==> src/rtl/sseg_scan_ctrl.sv <==
// N-digit seven-segment scan controller: iterative binary-to-BCD conversion,
// atomic display commit, leading-zero blanking, decimal points and overflow dashes.
module sseg_scan_ctrl #(
    parameter int DIGITS      = 8,
    parameter int BIN_WIDTH   = 27,
    parameter int REFRESH_DIV = 100000,
    parameter int ACTIVE_LOW  = 1
) (
    input  logic                 clk,
    input  logic                 rst_n,
    input  logic                 in_valid,
    output logic                 in_ready,
    input  logic [BIN_WIDTH-1:0] in_data,
    input  logic [DIGITS-1:0]    in_dp,
    input  logic                 blank_lz,
    output logic [6:0]           sseg,
    output logic                 dp,
    output logic [DIGITS-1:0]    an,
    output logic                 overflow
);

    function automatic logic [63:0] pow10(input int n);
        logic [63:0] p;
        p = 64'd1;
        for (int i = 0; i < n; i++) begin
            p = p * 64'd10;
        end
        return p;
    endfunction

    // Active-low glyph for one BCD digit; non-decimal codes render blank.
    function automatic logic [6:0] glyph(input logic [3:0] d);
        logic [6:0] g;
        case (d)
            4'd0:    g = 7'h40;
            4'd1:    g = 7'h79;
            4'd2:    g = 7'h24;
            4'd3:    g = 7'h30;
            4'd4:    g = 7'h19;
            4'd5:    g = 7'h12;
            4'd6:    g = 7'h02;
            4'd7:    g = 7'h78;
            4'd8:    g = 7'h00;
            4'd9:    g = 7'h10;
            default: g = 7'h7F;
        endcase
        return g;
    endfunction

    localparam int          BCD_W  = 4 * DIGITS;
    localparam int          CNT_W  = $clog2(REFRESH_DIV);
    localparam int          IDX_W  = (DIGITS > 1) ? $clog2(DIGITS) : 1;
    localparam int          ITER_W = $clog2(BIN_WIDTH + 1);
    localparam logic [63:0] LIMIT  = pow10(DIGITS);
    localparam logic        INV    = (ACTIVE_LOW != 0);
    localparam logic [6:0]  POL    = INV ? 7'h00 : 7'h7F;
    localparam logic [6:0]  DASH   = 7'h3F;
    localparam logic [6:0]  BLANK  = 7'h7F;

    typedef enum logic [1:0] {
        S_IDLE   = 2'd0,
        S_SHIFT  = 2'd1,
        S_COMMIT = 2'd2
    } state_t;

    state_t                state_r;
    logic                  in_ready_r;
    logic [BIN_WIDTH-1:0]  shift_r;
    logic [BCD_W-1:0]      bcd_r;
    logic [ITER_W-1:0]     iter_r;
    logic [DIGITS-1:0]     dp_cap_r;
    logic                  ovf_pend_r;
    logic [BCD_W-1:0]      disp_r;
    logic [DIGITS-1:0]     disp_dp_r;
    logic                  ovf_r;
    logic [CNT_W-1:0]      cnt_r;
    logic [IDX_W-1:0]      idx_r;
    logic [6:0]            sseg_r;
    logic                  dp_r;
    logic [DIGITS-1:0]     an_r;

    logic [63:0]           in_wide_s;
    logic [BCD_W-1:0]      bcd_adj_s;
    logic [3:0]            digit_s;
    logic                  lz_s;
    logic                  zero_above_s;
    logic                  dp_sel_s;
    logic [DIGITS-1:0]     onehot_s;
    logic [6:0]            code_s;
    logic                  dp_on_s;

    assign in_ready = in_ready_r;
    assign sseg     = sseg_r;
    assign dp       = dp_r;
    assign an       = an_r;
    assign overflow = ovf_r;

    // Zero-extended input for the fits-in-DIGITS test.
    always_comb begin
        in_wide_s = 64'(in_data);
    end

    // Double-dabble correction: add 3 to every nibble of 5 or more before the shift.
    always_comb begin
        bcd_adj_s = bcd_r;
        for (int i = 0; i < DIGITS; i++) begin
            if (bcd_r[4*i +: 4] >= 4'd5) begin
                bcd_adj_s[4*i +: 4] = bcd_r[4*i +: 4] + 4'd3;
            end else begin
                bcd_adj_s[4*i +: 4] = bcd_r[4*i +: 4];
            end
        end
    end

    // Conversion FSM; the display registers only change in COMMIT.
    always_ff @(posedge clk or negedge rst_n) begin
        if (!rst_n) begin
            state_r    <= S_IDLE;
            in_ready_r <= 1'b1;
            shift_r    <= '0;
            bcd_r      <= '0;
            iter_r     <= '0;
            dp_cap_r   <= '0;
            ovf_pend_r <= 1'b0;
            disp_r     <= '0;
            disp_dp_r  <= '0;
            ovf_r      <= 1'b0;
        end else begin
            case (state_r)
                S_IDLE: begin
                    if (in_valid) begin
                        shift_r    <= in_data;
                        dp_cap_r   <= in_dp;
                        bcd_r      <= '0;
                        iter_r     <= '0;
                        in_ready_r <= 1'b0;
                        if (in_wide_s >= LIMIT) begin
                            ovf_pend_r <= 1'b1;
                            state_r    <= S_COMMIT;
                        end else begin
                            ovf_pend_r <= 1'b0;
                            state_r    <= S_SHIFT;
                        end
                    end else begin
                        in_ready_r <= 1'b1;
                        state_r    <= S_IDLE;
                    end
                end
                S_SHIFT: begin
                    bcd_r   <= {bcd_adj_s[BCD_W-2:0], shift_r[BIN_WIDTH-1]};
                    shift_r <= {shift_r[BIN_WIDTH-2:0], 1'b0};
                    iter_r  <= iter_r + ITER_W'(1);
                    if (iter_r == ITER_W'(BIN_WIDTH - 1)) begin
                        state_r <= S_COMMIT;
                    end else begin
                        state_r <= S_SHIFT;
                    end
                end
                S_COMMIT: begin
                    disp_r     <= ovf_pend_r ? '0 : bcd_r;
                    disp_dp_r  <= dp_cap_r;
                    ovf_r      <= ovf_pend_r;
                    in_ready_r <= 1'b1;
                    state_r    <= S_IDLE;
                end
                default: begin
                    in_ready_r <= 1'b1;
                    state_r    <= S_IDLE;
                end
            endcase
        end
    end

    // Refresh timer and digit index; free-running regardless of conversion state.
    always_ff @(posedge clk or negedge rst_n) begin
        if (!rst_n) begin
            cnt_r <= '0;
            idx_r <= '0;
        end else if (cnt_r == CNT_W'(REFRESH_DIV - 1)) begin
            cnt_r <= '0;
            idx_r <= (idx_r == IDX_W'(DIGITS - 1)) ? '0 : idx_r + IDX_W'(1);
        end else begin
            cnt_r <= cnt_r + CNT_W'(1);
        end
    end

    // Select the active digit; zero_above_s tracks "this digit and all above are zero".
    always_comb begin
        digit_s      = 4'd0;
        lz_s         = 1'b0;
        dp_sel_s     = 1'b0;
        zero_above_s = 1'b1;
        onehot_s     = '0;
        for (int i = DIGITS - 1; i >= 0; i--) begin
            zero_above_s = zero_above_s && (disp_r[4*i +: 4] == 4'd0);
            onehot_s[i]  = (idx_r == IDX_W'(i));
            digit_s      = onehot_s[i] ? disp_r[4*i +: 4] : digit_s;
            lz_s         = onehot_s[i] ? (zero_above_s && (i != 0)) : lz_s;
            dp_sel_s     = onehot_s[i] ? disp_dp_r[i] : dp_sel_s;
        end
        if (ovf_r) begin
            code_s  = DASH;
            dp_on_s = 1'b0;
        end else if (blank_lz && lz_s) begin
            code_s  = BLANK;
            dp_on_s = dp_sel_s;
        end else begin
            code_s  = glyph(digit_s);
            dp_on_s = dp_sel_s;
        end
    end

    // Registered pad drivers with output polarity applied.
    always_ff @(posedge clk or negedge rst_n) begin
        if (!rst_n) begin
            sseg_r <= BLANK ^ POL;
            dp_r   <= INV;
            an_r   <= {DIGITS{INV}};
        end else begin
            sseg_r <= code_s ^ POL;
            dp_r   <= dp_on_s ^ INV;
            an_r   <= onehot_s ^ {DIGITS{INV}};
        end
    end

endmodule

==> config.mk <==
export PLATFORM = sky130hd
export DESIGN_NAME = sseg_scan_ctrl
export DESIGN_NICKNAME = d
export VERILOG_FILES = /design/src/rtl/sseg_scan_ctrl.sv
export SDC_FILE = /design/constraint.sdc
export NUM_CORES = 1
export LEC_CHECK = 0
export ABC_AREA = 1
export CAP_MARGIN = 20
export CORE_ASPECT_RATIO = 1.25
export CORE_MARGIN = 2
export CORE_UTILIZATION = 45
export DETAILED_ROUTE_END_ITERATION = 12
export HOLD_SLACK_MARGIN = 0.1
export PLACE_DENSITY = 0.67
export SYNTH_ARGS = -nofsm -noshare
export SYNTH_HDL_FRONTEND = slang
export SYNTH_SLANG_ARGS = --single-unit
==> constraint.sdc <==
create_clock -name clk -period 2.5 [get_ports clk]
set_input_delay 0.375 -clock clk [delete_from_list [all_inputs] [get_ports clk]]
set_output_delay 0.375 -clock clk [all_outputs]
set_load 0.02 [all_outputs]
==> flow_metrics.py, run 1 <==
metrics = {
    "worst_setup_path": {
        "crit_path_cell_trace": "ha_2 > ha_1 > nand2_1 > nand2_1 > nand3_1 > nand3_1 > nand3_1 > nand2_1 > nand2_1 > nand2_1 > nand2_2 > inv_1 > ha_1 > or2_0 > nand2_1 > nand2_1 > nand2_1",
        "worstSetupPathType": "register to register",
        "setup.worst_path.end_class": "register",
        "cp_slowest_cell": "dfrtp_1",
        "crit_path_start_kind": "register",
        "worst_ep_required_time_ns": 2.87,
        "critical_path.max_stage_delay_ns": 0.43,
        "critPathArrivalTime_ns": 2.63,
        "crit_fanout": 5,
        "cp_common_cell": "nand2_1",
    },
    "floorplanning": {
        "core_um2": 16640,
        "die_x_um": 120.1,
        "start_util_pct": 45.53,
        "die_y_um": 149.1,
        "dieArea_um2": 17900,
        "rows": 53,
        "io-pin-count": 57,
    },
    "placement": {
        "place_area_um2": 8437,
        "dpl.hpwl_mm": 11.74,
        "gp_congestion": 0.8902,
        "portBuffers": 56,
    },
    "final_layout": {
        "final_common_cell": "nand2_1",
        "final_nets": 1024,
        "fillers": 1512,
        "drive_above_1_share_pct": 10.29,
        "seq_area_um2": 3850,
        "multi_input_area_um2": 3005,
        "mostFrequentLayoutCells": "nand2_1, inv_1, dfrtp_1",
        "num_antenna_cells": 0,
        "final_area_um2": 9030,
        "area_growth_pct": 19.15,
    },
    "timing": {
        "fin_crit_ns": 2.269,
        "hold_violations": 0,
        "slew_viol_final": 0,
        "finalCritPeriodShare_pct": 90.75,
        "fmax_mhz": 440.8,
        "hold_slack_ns": 0.4615,
        "finClkSkew_ns": 0.01326,
        "finalSetupTns_ns": 0,
        "rsz0062_at_grt": "no",
        "worstMarginPinSlew_ns": 0.9432,
        "setup_viol_count_final": 0,
        "maxSlewHeadroom_pct": 37.05,
    },
    "pwr": {
        "leakage_uw": 0.004422,
        "ir_worst_vdd_mv": 0.5946,
        "power-per-cell-area_nw_per_um2": 1129,
        "total_power_uw": 10200,
    },
    "logic_synthesis": {
        "synth_area_leaders": "dfrtp_1, nand2_1, inv_1",
        "yosysSeqAreaShare_pct": 50.80,
        "synth-seq-cells": 153,
        "synth.largest_area_cell": "dfrtp_1",
        "synthesis.nets": 961,
        "synth-simple-area-share_pct": 18.99,
        "synth.avg_cell_area_um2": 8.458,
        "synth_fa_ha_area_share_pct": 4.293,
        "netlist_instances": 896,
        "synth_mux_area_share_pct": 0.2642,
        "synth_top_area_share_pct": 44.91,
        "ys_types": 44,
        "synth_top_family_by_area": "simple AND/OR/NAND/NOR gates",
        "synth_xor_area_share_pct": 0.8090,
        "synth_area_um2": 7579,
        "synth_compound_area_share_pct": 15.14,
        "ys_warn_count": 0,
    },
    "global_route": {
        "grt_pass1_wl_mm": 27.88,
        "grt_usage_pct": 19.46,
        "grt_max_degree": 58,
        "grt-ovfl-total": 0,
        "first_global_vias": 5939,
        "antenna_found_initial": 0,
    },
    "route": {
        "viasPerCell": 5.112,
        "num_vias": 6093,
        "route.detailed.drc": 0,
        "wl_per_cell_um": 13.63,
        "drt_iter0_markers": 404,
        "ant_nets": 0,
        "drtPass1Iterations": 5,
        "wirelength_mm": 16.25,
    },
    "clocking": {
        "numCtsBuffers": 17,
        "cts_buffer_depth": 2,
        "h-tree-depth": 4,
        "cts_tree": "done",
        "clkSlewWorstSetupHoldPaths_ns": 0.07,
        "clock_latency_ns": 0.43,
        "cts_root_buf": "clkbuf_16",
        "clock-sinks": 153,
    },
    "worst_hold_path": {
        "hp-class": "register to register",
    },
    "outcome": {
        "status": "completed",
    },
    "job": {
        "cap_violations": 0,
    },
}
==> cell families after synthesis <==
logic type,after synthesis
simple gates,325
xor+xnor,7
flops,153
compound gates,194
mux,2
buf+inv,189
fa+ha+maj,26
==> final timing paths <==
path,end,cells past startpoint,slack [ns],start
worst min-delay path,cnt_r[0]$_DFF_PN0_,1,0.46,cnt_r[0]$_DFF_PN0_
worst min register to register,cnt_r[0]$_DFF_PN0_,1,0.46,cnt_r[0]$_DFF_PN0_
max in group asynchronous,in_ready$_DFFE_PN1N_,3,1.31,rst_n
worst max register to register,sseg[3]$_DFF_PN1_,17,0.23,idx_r[0]$_DFFE_PN0N_
worst max-delay path,sseg[3]$_DFF_PN1_,17,0.23,idx_r[0]$_DFFE_PN0N_
min in group asynchronous,cnt_r[16]$_DFF_PN0_,2,0.48,rst_n
==> layout make-up <==
cell class,count,area share [%]
Clock inverter,14,1.455
Clock buffer,18,4.864
Inverter,162,6.803
Tap cell,220,3.048
Sequential cell,153,42.64
Multi-Input combinational cell,554,33.28
Timing Repair Buffer,71,7.912
==> power by group <==
part / internal [uW] / total (uW) / switching, uW
clock: 1340 / 2450 / 1110
sequential: 3470 / 3990 / 516
combinational: 1440 / 3760 / 2320
==> synth_stat cells, drive strengths merged <==
cell,number
dfstp,17
o221ai,5
nand4,11
dfrtp,136
nand3,60
o21ai,104
or2,2
nand2,197
xor2,7
o211ai,5
clkinv,2
clkbuf,20
a21o,1
a21oi,19
o221a,1
a21boi,1
mux2i,2
o32ai,7
nor3,5
o22ai,35
a22oi,14
nor2,45
buf,7
ha,26
a31oi,2
nor4,5
inv,160
==> state kept, by name, summed over array words and instances (netlist names) <==
register,flops
an,8
bcd_r,32
cnt_r,17
disp_dp_r,8
disp_r,32
dp,1
dp_cap_r,8
idx_r,3
in_ready,1
iter_r,5
overflow,1
ovf_pend_r,1
shift_r,27
sseg,7
state_r,2
==> metal layers <==
layer  GRT usage [%]  share of wire (%)
met5               0                  0
met4           7.882                2.4
met3           4.396                2.8
met2           32.56                 50
met1           24.42                 45
==> what timing repair did <==
item,CTS,global route
hold endpoints to repair,41,0
gates resized for setup,0,2
hold buffers,1,0
setup buffers,0,1
setup endpoints to repair,0,4
==> metrics by stage <==
stage / util, % / setup WS, ns / cells
after global routing: 54.25 / 0.002031 / 1192
after CTS: 54.18 / 0.1516 / 1191
after global placement: 50.69 / 0.2360 / 1158
after detailed placement: 50.69 / 0.2015 / 1158
after floorplan: - / 0.3533 / 896
final: 54.25 / 0.2312 / 1192
==> critical path: cells and delay by family (launching register included) <==
kind / cells / cell delay (ns)
AND/OR/NAND/NOR: 13 / 0.97
adder cells (fa/ha/maj): 3 / 0.76
flip-flops: 1 / 0.43
buffers and inverters: 1 / 0.05
No activity file was read; power rests on OpenSTA's default activity.
==> inputs of run 2 (changes only) <==
ABC_AREA = unset   (was 1)
GPL_ROUTABILITY_DRIVEN = 0   (was unset)
==> run 2 against run 1 <==
  * First-iteration DRC count decreased by 2.2%
  * Synthesized cell count decreased by 16%
  * Critical path type unchanged
  * Routed wire length increased by 3.4%
==> flow_metrics.py, run 2 <==
metrics = {
    "global_route": {
        "grt_max_degree": 75,
        "grt_pass1_wl_mm": 28.21,
        "grt_usage_pct": 19.61,
        "antenna_found_initial": 0,
        "first_global_vias": 5890,
        "grt-ovfl-total": 0,
    },
    "worst_setup_path": {
        "crit_fanout": 7,
        "crit_path_start_kind": "register",
        "setup.worst_path.end_class": "register",
        "r2r_end": "sseg[4]$_DFF_PN1_",
        "worstRegToRegCells": 8,
        "worst_ep_required_time_ns": 2.83,
        "startpoint": "idx_r[0]$_DFFE_PN0N_",
        "critPathArrivalTime_ns": 2.76,
        "r2r_slack_ns": 0.07,
        "worstSetupPathType": "register to register",
        "r2r_start": "idx_r[0]$_DFFE_PN0N_",
    },
    "route": {
        "num_vias": 5877,
        "route.detailed.drc": 0,
        "drtPass1Iterations": 5,
        "drt_iter0_markers": 395,
        "wl_per_cell_um": 16.09,
        "viasPerCell": 5.629,
        "wirelength_mm": 16.80,
        "ant_nets": 0,
    },
    "timing": {
        "worstMarginPinSlew_ns": 0.7138,
        "finalSetupTns_ns": 0,
        "hold_violations": 0,
        "slew_viol_final": 0,
        "finClkSkew_ns": 0.009018,
        "rsz0062_at_grt": "yes",
        "hold_slack_ns": 0.4768,
        "setup_viol_count_final": 0,
        "finalCritPeriodShare_pct": 97.12,
        "fin_crit_ns": 2.428,
        "maxSlewHeadroom_pct": 52.41,
        "fmax_mhz": 411.8,
    },
    "final_layout": {
        "num_antenna_cells": 0,
        "area_growth_pct": 20.63,
        "final_nets": 880,
        "mostFrequentLayoutCells": "dfrtp_1, nand2_1, o21ai_0",
        "largestRegisters": "bcd_r x32, disp_r x32, shift_r x27",
        "postLayoutCoreUtil_pct": 55.64,
        "drive_above_1_share_pct": 14.13,
        "final_common_cell": "dfrtp_1",
        "fin_cells": 1044,
    },
    "floorplanning": {
        "rows": 52,
        "die_y_um": 148.4,
        "start_util_pct": 46.12,
        "die_x_um": 119.5,
        "io-pin-count": 57,
        "dieArea_um2": 17730,
        "core_um2": 16270,
    },
    "logic_synthesis": {
        "synth_most_common_cell": "dfrtp_1",
        "synth.largest_area_cell": "dfrtp_1",
        "netlist_instances": 752,
        "synth-simple-area-share_pct": 15.76,
        "ys_types": 77,
        "synth_fa_ha_area_share_pct": 4.336,
        "synth_xor_area_share_pct": 3.386,
        "synth_area_um2": 7502,
        "synth-seq-cells": 153,
        "synth_top_area_share_pct": 45.36,
        "synth_area_leaders": "dfrtp_1, nand2_1, dfstp_2",
        "ys_warn_count": 0,
        "synthFlopType": "dfrtp_1",
        "synthesis.nets": 817,
        "synth_mux_area_share_pct": 1.334,
        "synthArstFlopShare_pct": 100.0,
        "synth_top_family_by_area": "compound AO/OA/AOI/OAI gates",
        "synth-edff-count": 0,
        "synth_compound_area_share_pct": 19.95,
        "synth.avg_cell_area_um2": 9.976,
        "synth_common_cells": "dfrtp_1, nand2_1, o21ai_0",
        "yosysSeqAreaShare_pct": 51.32,
    },
    "worst_hold_path": {
        "hp-class": "primary input to asynchronous set/reset pin",
    },
    "pwr": {
        "ir_worst_vdd_mv": 0.5241,
        "leakage_uw": 0.003908,
        "power-per-cell-area_nw_per_um2": 1070,
        "total_power_uw": 9682,
    },
    "clocking": {
        "cts_root_buf": "clkbuf_16",
        "h-tree-depth": 4,
        "clock-sinks": 153,
        "clkSlewWorstSetupHoldPaths_ns": 0.06,
        "clock_latency_ns": 0.42,
        "cts_tree": "done",
        "numCtsBuffers": 17,
        "cts_buffer_depth": 2,
    },
    "placement": {
        "portBuffers": 56,
        "dpl.hpwl_mm": 11.99,
        "place_inst": 1010,
    },
    "outcome": {
        "status": "completed",
    },
    "job": {
        "cap_violations": 0,
    },
}
[run 2: where the power goes]
group / internal (uW) / total [uW] / switching [uW]
Clock: 1630 / 2650 / 1020
Sequential: 3290 / 3910 / 618
Combinational: 1320 / 3120 / 1800
Total: 6240 / 9680 / 3440
[run 2: worst max path at each step]
| stage | depth (start not counted) | to | slack (ns) |
|---|---|---|---|
| 2_1_floorplan | 9 | sseg[4]$_DFF_PN1_ | 0.15 |
| 3_3_place_gp | 9 | sseg[4]$_DFF_PN1_ | 0.12 |
| 3_5_place_dp | 9 | sseg[4]$_DFF_PN1_ | 0.009 |
| 4_1_cts | 9 | sseg[1]$_DFF_PN1_ | 0.06 |
| 5_1_grt | 9 | sseg[4]$_DFF_PN1_ | -0.05 |
| 6_report | 8 | sseg[4]$_DFF_PN1_ | 0.07 |
[run 2: kinds of logic (layout without fill, tap and decap cells)]
group / count (synthesis) / in the layout
fa+ha+maj: 26 / 26
compound gates: 222 / 222
mux: 9 / 9
simple gates: 245 / 245
buf+inv: 68 / 144
flops: 153 / 153
xor+xnor: 29 / 29
[run 2: per-layer routing]
layer	track usage (%)	vias up	part of all wire, %
met5	0	-	0
met4	8.059	0	2.3
met3	3.758	29	3.8
met2	32.51	144	50
met1	25.33	2892	44
li1	-	2812	-
[run 2: worst max-delay path, stage by stage, from the launching register on]
cell and delay, ns:
dfrtp_1 0.41, ha_1 0.23, ha_1 0.20, and2_1 0.16, a2111oi_4 0.39, o32a_2 0.26, o21a_2 0.20, a21oi_1 0.06
or4_1 0.43
[run 2: layout make-up]
cell class              instances  area, um^2
clock inverters                13       166.4
flip-flops and latches        153        3850
multi-input cells             531        3412
repair buffers                 82       784.5
well taps                     216       270.3
inverters                      30       113.9
fillers                      1425        7216
clock buffers                  19       452.9
[run 2: through the flow]
step	instance area, um^2	worst slack, ns
2_1_floorplan	7502	0.1534
3_3_place_gp	8362	0.1214
3_5_place_dp	8362	0.009250
4_1_cts	8996	0.06223
5_1_grt	9050	-0.04781
6_report	9050	0.07190
[run 2: repair_timing]
item                                    4_1_cts  5_1_grt
endpoints found under the hold margin        56        0
gates resized for setup                       2       10
endpoints found under the setup margin        2        7
hold buffers                                  1        0
pin swaps                                     0        1
buffers inserted                              0        1
==> patch 1: new RTL, config.mk and constraints of run 1 <==
The output `sseg` loses its register stage (`sseg_r` becomes a continuous assignment).
--- a/src/rtl/sseg_scan_ctrl.sv
+++ b/src/rtl/sseg_scan_ctrl.sv
@@ -213,15 +213,15 @@
     // Registered pad drivers with output polarity applied.
     always_ff @(posedge clk or negedge rst_n) begin
         if (!rst_n) begin
-            sseg_r <= BLANK ^ POL;
             dp_r   <= INV;
             an_r   <= {DIGITS{INV}};
         end else begin
-            sseg_r <= code_s ^ POL;
             dp_r   <= dp_on_s ^ INV;
             an_r   <= onehot_s ^ {DIGITS{INV}};
         end
     end
 
+    assign sseg_r = code_s ^ POL;
+
 endmodule
 
Behaviour: not the same (a bounded check fails within 4 cycles, from zero or initial values and one cycle with rst_n low).
==> patch 1 against run 1 <==
The flow now finishes with violations (setup timing). Area after synthesis is 2.3% lower. Non-clock buffer count rose by 57. Power up 2.2%. Sequential power down 6.5%. Die area down 2.3%. Routed wire length up 1.9%. Core utilization up 3.8 points. Sequential cell count fell by 7. Register-to-register slack gained 0.31 ns. First-iteration DRC count down 7.7%. Sequential share of layout area down 3.5 points. Setup slack got worse by 0.70 ns. Combinational power grew 12%. Cell area is 3.7% higher. Critical path type is now flip-flop to output port.
==> patch 1: results (changes against run 1) <==
Run status
  • Status: finished with violations (was finished, final reports clean)
  • Failing checks: setup timing

Final layout
  • Multi-input gate area in the final layout: 3100 sq um (was 3010 sq um)
  • Final instance area: 9370 sq um (was 9030 sq um)
  • Final Net Count: 1075 (was 1024)
  • Multi-In Gates: 555 (was 554)
  • Layout clock area frac: 0.0612 (was 0.0632)
  • Fraction of layout instances using a drive strength above 1: 0.168 (was 0.103)
  • Non-clock buffering overhead: 0.121 (was 0.0791)
  • Non-CTS buffers: 128 (was 71)
  • FILL cells: 1459 (was 1512)
  • Flip-flop and latch area: 3670 sq um (was 3850 sq um)

Placement
  • Dpl cell area: 8640 sq um (was 8440 sq um)
  • RePlAce Congestion: 0.887 (was 0.890)

Worst hold path
  • Min-delay worst type: input pin to asynchronous set/reset pin (was flip-flop to flip-flop)

Setup path
  • Crit path max fanout: 4 (was 5)
  • Worst endpoint data arrival time: 2.59 ns (was 2.63 ns)

Synthesis
  • Synth cell types: 42 (was 44)
  • Top cells by area, synth: dfrtp_1 (46%), nand2_1 (9.2%), inv_1 (7.9%), o21ai_0 (6.9%), ha_1 (4.4%) (was dfrtp_1 (45%), nand2_1 (9.2%), inv_1 (7.6%), o21ai_0 (6.5%), dfstp_2 (5.9%))

Timing
  • Worst slew pin tran: 0.932 ns (was 0.943 ns)
  • Worst Slack Setup Final: -0.466 ns (was 0.231 ns)
  • # setup viols final: 7 (was 0)

Global route
  • Vias in the first global route: 6088 (was 5939)
  • Gr usage total: 0.201 (was 0.195)

Routing
  • Initial DRC count: 373 (was 404)
  • Met2 WL: 8080 microns (was 8160 microns)
  • WL met1: 7630 microns (was 7240 microns)
  • Vias per cell: 5.02 (was 5.11)

Power
  • Max VDD drop: 0.000552 V (was 0.000595 V)
  • Leak: 4.61 nW (was 4.42 nW)
patch 1: cell count changes in the layout (fill, tap and decap cells not counted), moves of 4 or more:
cell and change:
buf_4 +55, buf_6 +8, clkdlybuf4s50_1 -7, dfstp_2 -7, nand2_1 -7, ha_4 +6, ha_1 -5, nand2_2 +5
o211ai_1 +5, o21ai_0 +4
patch 1: cell families (layout without fill, tap and decap cells):
family,Yosys count,count (layout),synth area share
adder cells (fa/ha/maj),26,26,0.0439
multiplexers,2,2,0.00270
AND/OR/NAND/NOR,324,324,0.194
buffers and inverters,189,322,0.101
XOR/XNOR,7,7,0.00828
flip-flops,146,146,0.495
AO/OA/AOI/OAI,196,196,0.155
patch 1: per-stage QoR:
| stage | worst slack, ns | cells |
|---|---|---|
| finish | -0.466 | 1239 |
| global route | -0.630 | 1239 |
| CTS | -0.519 | 1239 |
| detailed placement | -0.601 | 1202 |
| global placement | -0.543 | 1202 |
| floorplan | 0.0109 | 890 |
patch 1: critical path, stage by stage (launching register included):
cell and delay (ns):
dfrtp_2 0.45, ha_4 0.19, ha_4 0.16, nand2_1 0.05
nand2_1 0.05, nand2_1 0.06, nand2_1 0.05, nand3_1 0.06
nand3_1 0.07, nand2_1 0.07, nand2_1 0.06, nand2_1 0.07
nand2_2 0.08, ha_4 0.24, or2_0 0.20, nand2_1 0.07
nand2_1 0.06, nand2_2 0.07, buf_6 0.11
patch 1: worst paths after layout:
check	start	endpoint	slack (ns)	depth (start not counted)
max	idx_r[0]	sseg[3]	-0.47	18
min	rst_n	cnt_r[5]	0.46	2
max reg2reg	idx_r[0]	dp	0.54	15
min reg2reg	cnt_r[0]	cnt_r[0]	0.46	1
max in group asynchronous	rst_n	bcd_r[21]	1.41	3
min in group clk	cnt_r[0]	cnt_r[0]	0.46	1
patch 1: repair_timing:
| item | CTS | global route |
|---|---|---|
| endpoints found under the hold margin | 47 | 0 |
| setup endpoints to repair | 7 | 7 |
| cloned | 0 | 0 |
| pin swaps | 6 | 16 |
| buffers inserted | 4 | 0 |
| gates resized for setup | 52 | 12 |
| hold buffers | 1 | 0 |
patch 1: metal layers:
| metal | global-route usage | vias up |
|---|---|---|
| li1 | - | 3146 |
| met1 | 0.253 | 2944 |
| met2 | 0.340 | 96 |
| met3 | 0.0436 | 29 |
| met4 | 0.0780 | 0 |
| met5 | 0 | - |
patch 1: power by group through the flow:
stage | clock, mW | sequential (mW) | combinational (mW)
after floorplan | 0 | 3.65 | 2.79
after global placement | 0 | 3.75 | 4.09
after detailed placement | 0 | 3.77 | 4.19
after CTS | 2.51 | 3.74 | 4.25
after global routing | 2.62 | 3.84 | 4.82
final | 2.46 | 3.73 | 4.22
==> patch 2: new RTL, settings of run 1 <==
Made on the original files. Change the parameter `BIN_WIDTH` from 27 to 19.
--- a/src/rtl/sseg_scan_ctrl.sv
+++ b/src/rtl/sseg_scan_ctrl.sv
@@ -2,7 +2,7 @@
 // atomic display commit, leading-zero blanking, decimal points and overflow dashes.
 module sseg_scan_ctrl #(
     parameter int DIGITS      = 8,
-    parameter int BIN_WIDTH   = 27,
+    parameter int BIN_WIDTH   = 19,
     parameter int REFRESH_DIV = 100000,
     parameter int ACTIVE_LOW  = 1
 ) (
Ports: changed (resized in_data); port bits go from 57 to 49. The function was not compared with the original's and may differ.
==> patch 2 against run 1 <==
Sequential cell count fell by 10. Worst hold slack got worse by 0.020 ns. Setup slack improved by 0.019 ns. Die area fell by 7.0%. Critical path depth fell by 1. Area after synthesis fell by 7.2%. Fmax rose by 0.83%. Sequential power fell by 8.5%. Cell area fell by 6.8%. Routed wire length fell by 14%. Count of clock-buffer cells in the layout rose by 4. Power fell by 7.8%. Critical path type unchanged.
==> patch 2: results (changes against run 1) <==
Run status
  • Status: finished, final reports clean (unchanged)

Final layout
  • Non-CTS buffers: 57 (was 71)
  • Non-Filler Instances: 1113 (was 1192)
  • Fraction of area in multi-input gates: 0.339 (was 0.333)
  • Sequential cell area share: 0.428 (was 0.426)
  • Synthesis-to-layout area growth: 19.6% (was 19.2%)
  • Fraction of layout instances using a drive strength above 1: 0.0899 (was 0.103)
  • Layout clock area frac: 0.0763 (was 0.0632)
  • Biggest regs: bcd_r (32), disp_r (32), shift_r (19) (was bcd_r (32), disp_r (32), shift_r (27))
  • Multi-In Gates: 542 (was 554)
  • FILL cells: 1432 (was 1512)
  • Signal inverters: 127 (was 162)
  • Non-clock buffering overhead: 0.0683 (was 0.0791)
  • CLK BUF: 22 (was 18)

Power
  • Sw Share: 0.348 (was 0.387)
  • Leak: 4.16 nW (was 4.42 nW)
  • Comb pwr share: 0.324 (was 0.369)
  • Clk network pwr share: 0.288 (was 0.241)

Timing
  • Hold slack: 0.441 ns (was 0.462 ns)
  • Clock skew: 0.00767 ns (was 0.0133 ns)
  • Rel. slew slack: 0.572 (was 0.370)
  • Min cycle time layout: 2.25 ns (was 2.27 ns)

Clock network
  • Clk sink count: 143 (was 153)
  • H-tree levels: 4 (unchanged)

Routing
  • Wirelength per Cell: 12.6 microns (was 13.6 microns)
  • Vias: 5619 (was 6093)
  • Initial DRC count: 391 (was 404)

Placement
  • Final HPWL DP: 9860 microns (was 11700 microns)
  • Place WS: 0.225 ns (was 0.201 ns)
  • IO Port Bufs: 47 (was 56)
  • Dpl cell area: 7760 sq um (was 8440 sq um)
  • RePlAce Congestion: 0.847 (was 0.890)

Synthesis
  • Syn_area_per_cell: 8.40 sq um (was 8.46 sq um)
  • Top cells by area, synth: dfrtp_1 (45%), nand2_1 (9.3%), o21ai_0 (7.8%), inv_1 (6.4%), dfstp_2 (6.4%) (was dfrtp_1 (45%), nand2_1 (9.2%), inv_1 (7.6%), o21ai_0 (6.5%), dfstp_2 (5.9%))
  • Commonest cells post-synth: nand2_1 (175), dfrtp_1 (126), inv_1 (120) (was nand2_1 (185), inv_1 (154), dfrtp_1 (136))
  • Syn_nets: 894 (was 961)

Setup path
  • Worst endpoint data arrival time: 2.61 ns (was 2.63 ns)
  • Crit path max fanout: 8 (was 5)
  • R2R Setup Slk: 0.25 ns (was 0.23 ns)

Worst hold path
  • Worst hold endpoint: dp (was cnt_r[0])
patch 2: layer usage:
layer  wire [microns]  vias to the layer above  GRT usage
li1                 -                     2837          -
met5                0                        -          0
met4              168                        0     0.0558
met2             6860                      122      0.304
met3              496                       12     0.0447
met1             6460                     2648      0.231
patch 2: kinds of logic (layout without fill, tap and decap cells):
| logic type | Yosys count | in the layout | share of synthesized area |
|---|---|---|---|
| adders and majority gates | 26 | 26 | 0.0463 |
| xor gates and xnor gates | 12 | 12 | 0.0149 |
| buffers and inverters | 152 | 216 | 0.0829 |
| muxes | 1 | 1 | 0.00142 |
| AOI/OAI and AO/OA | 173 | 173 | 0.141 |
| and+or+nand+nor | 329 | 329 | 0.201 |
| other | 1 | 1 | 0.000533 |
| DFF | 143 | 143 | 0.512 |
patch 2: worst max-delay path, delay by kind of cell (launching register included):
kind | cells | cell delay [ns]
adder cells (fa/ha/maj) | 3 | 0.81
flip-flops | 1 | 0.42
buffers and inverters | 1 | 0.07
AND/OR/NAND/NOR | 12 | 0.90
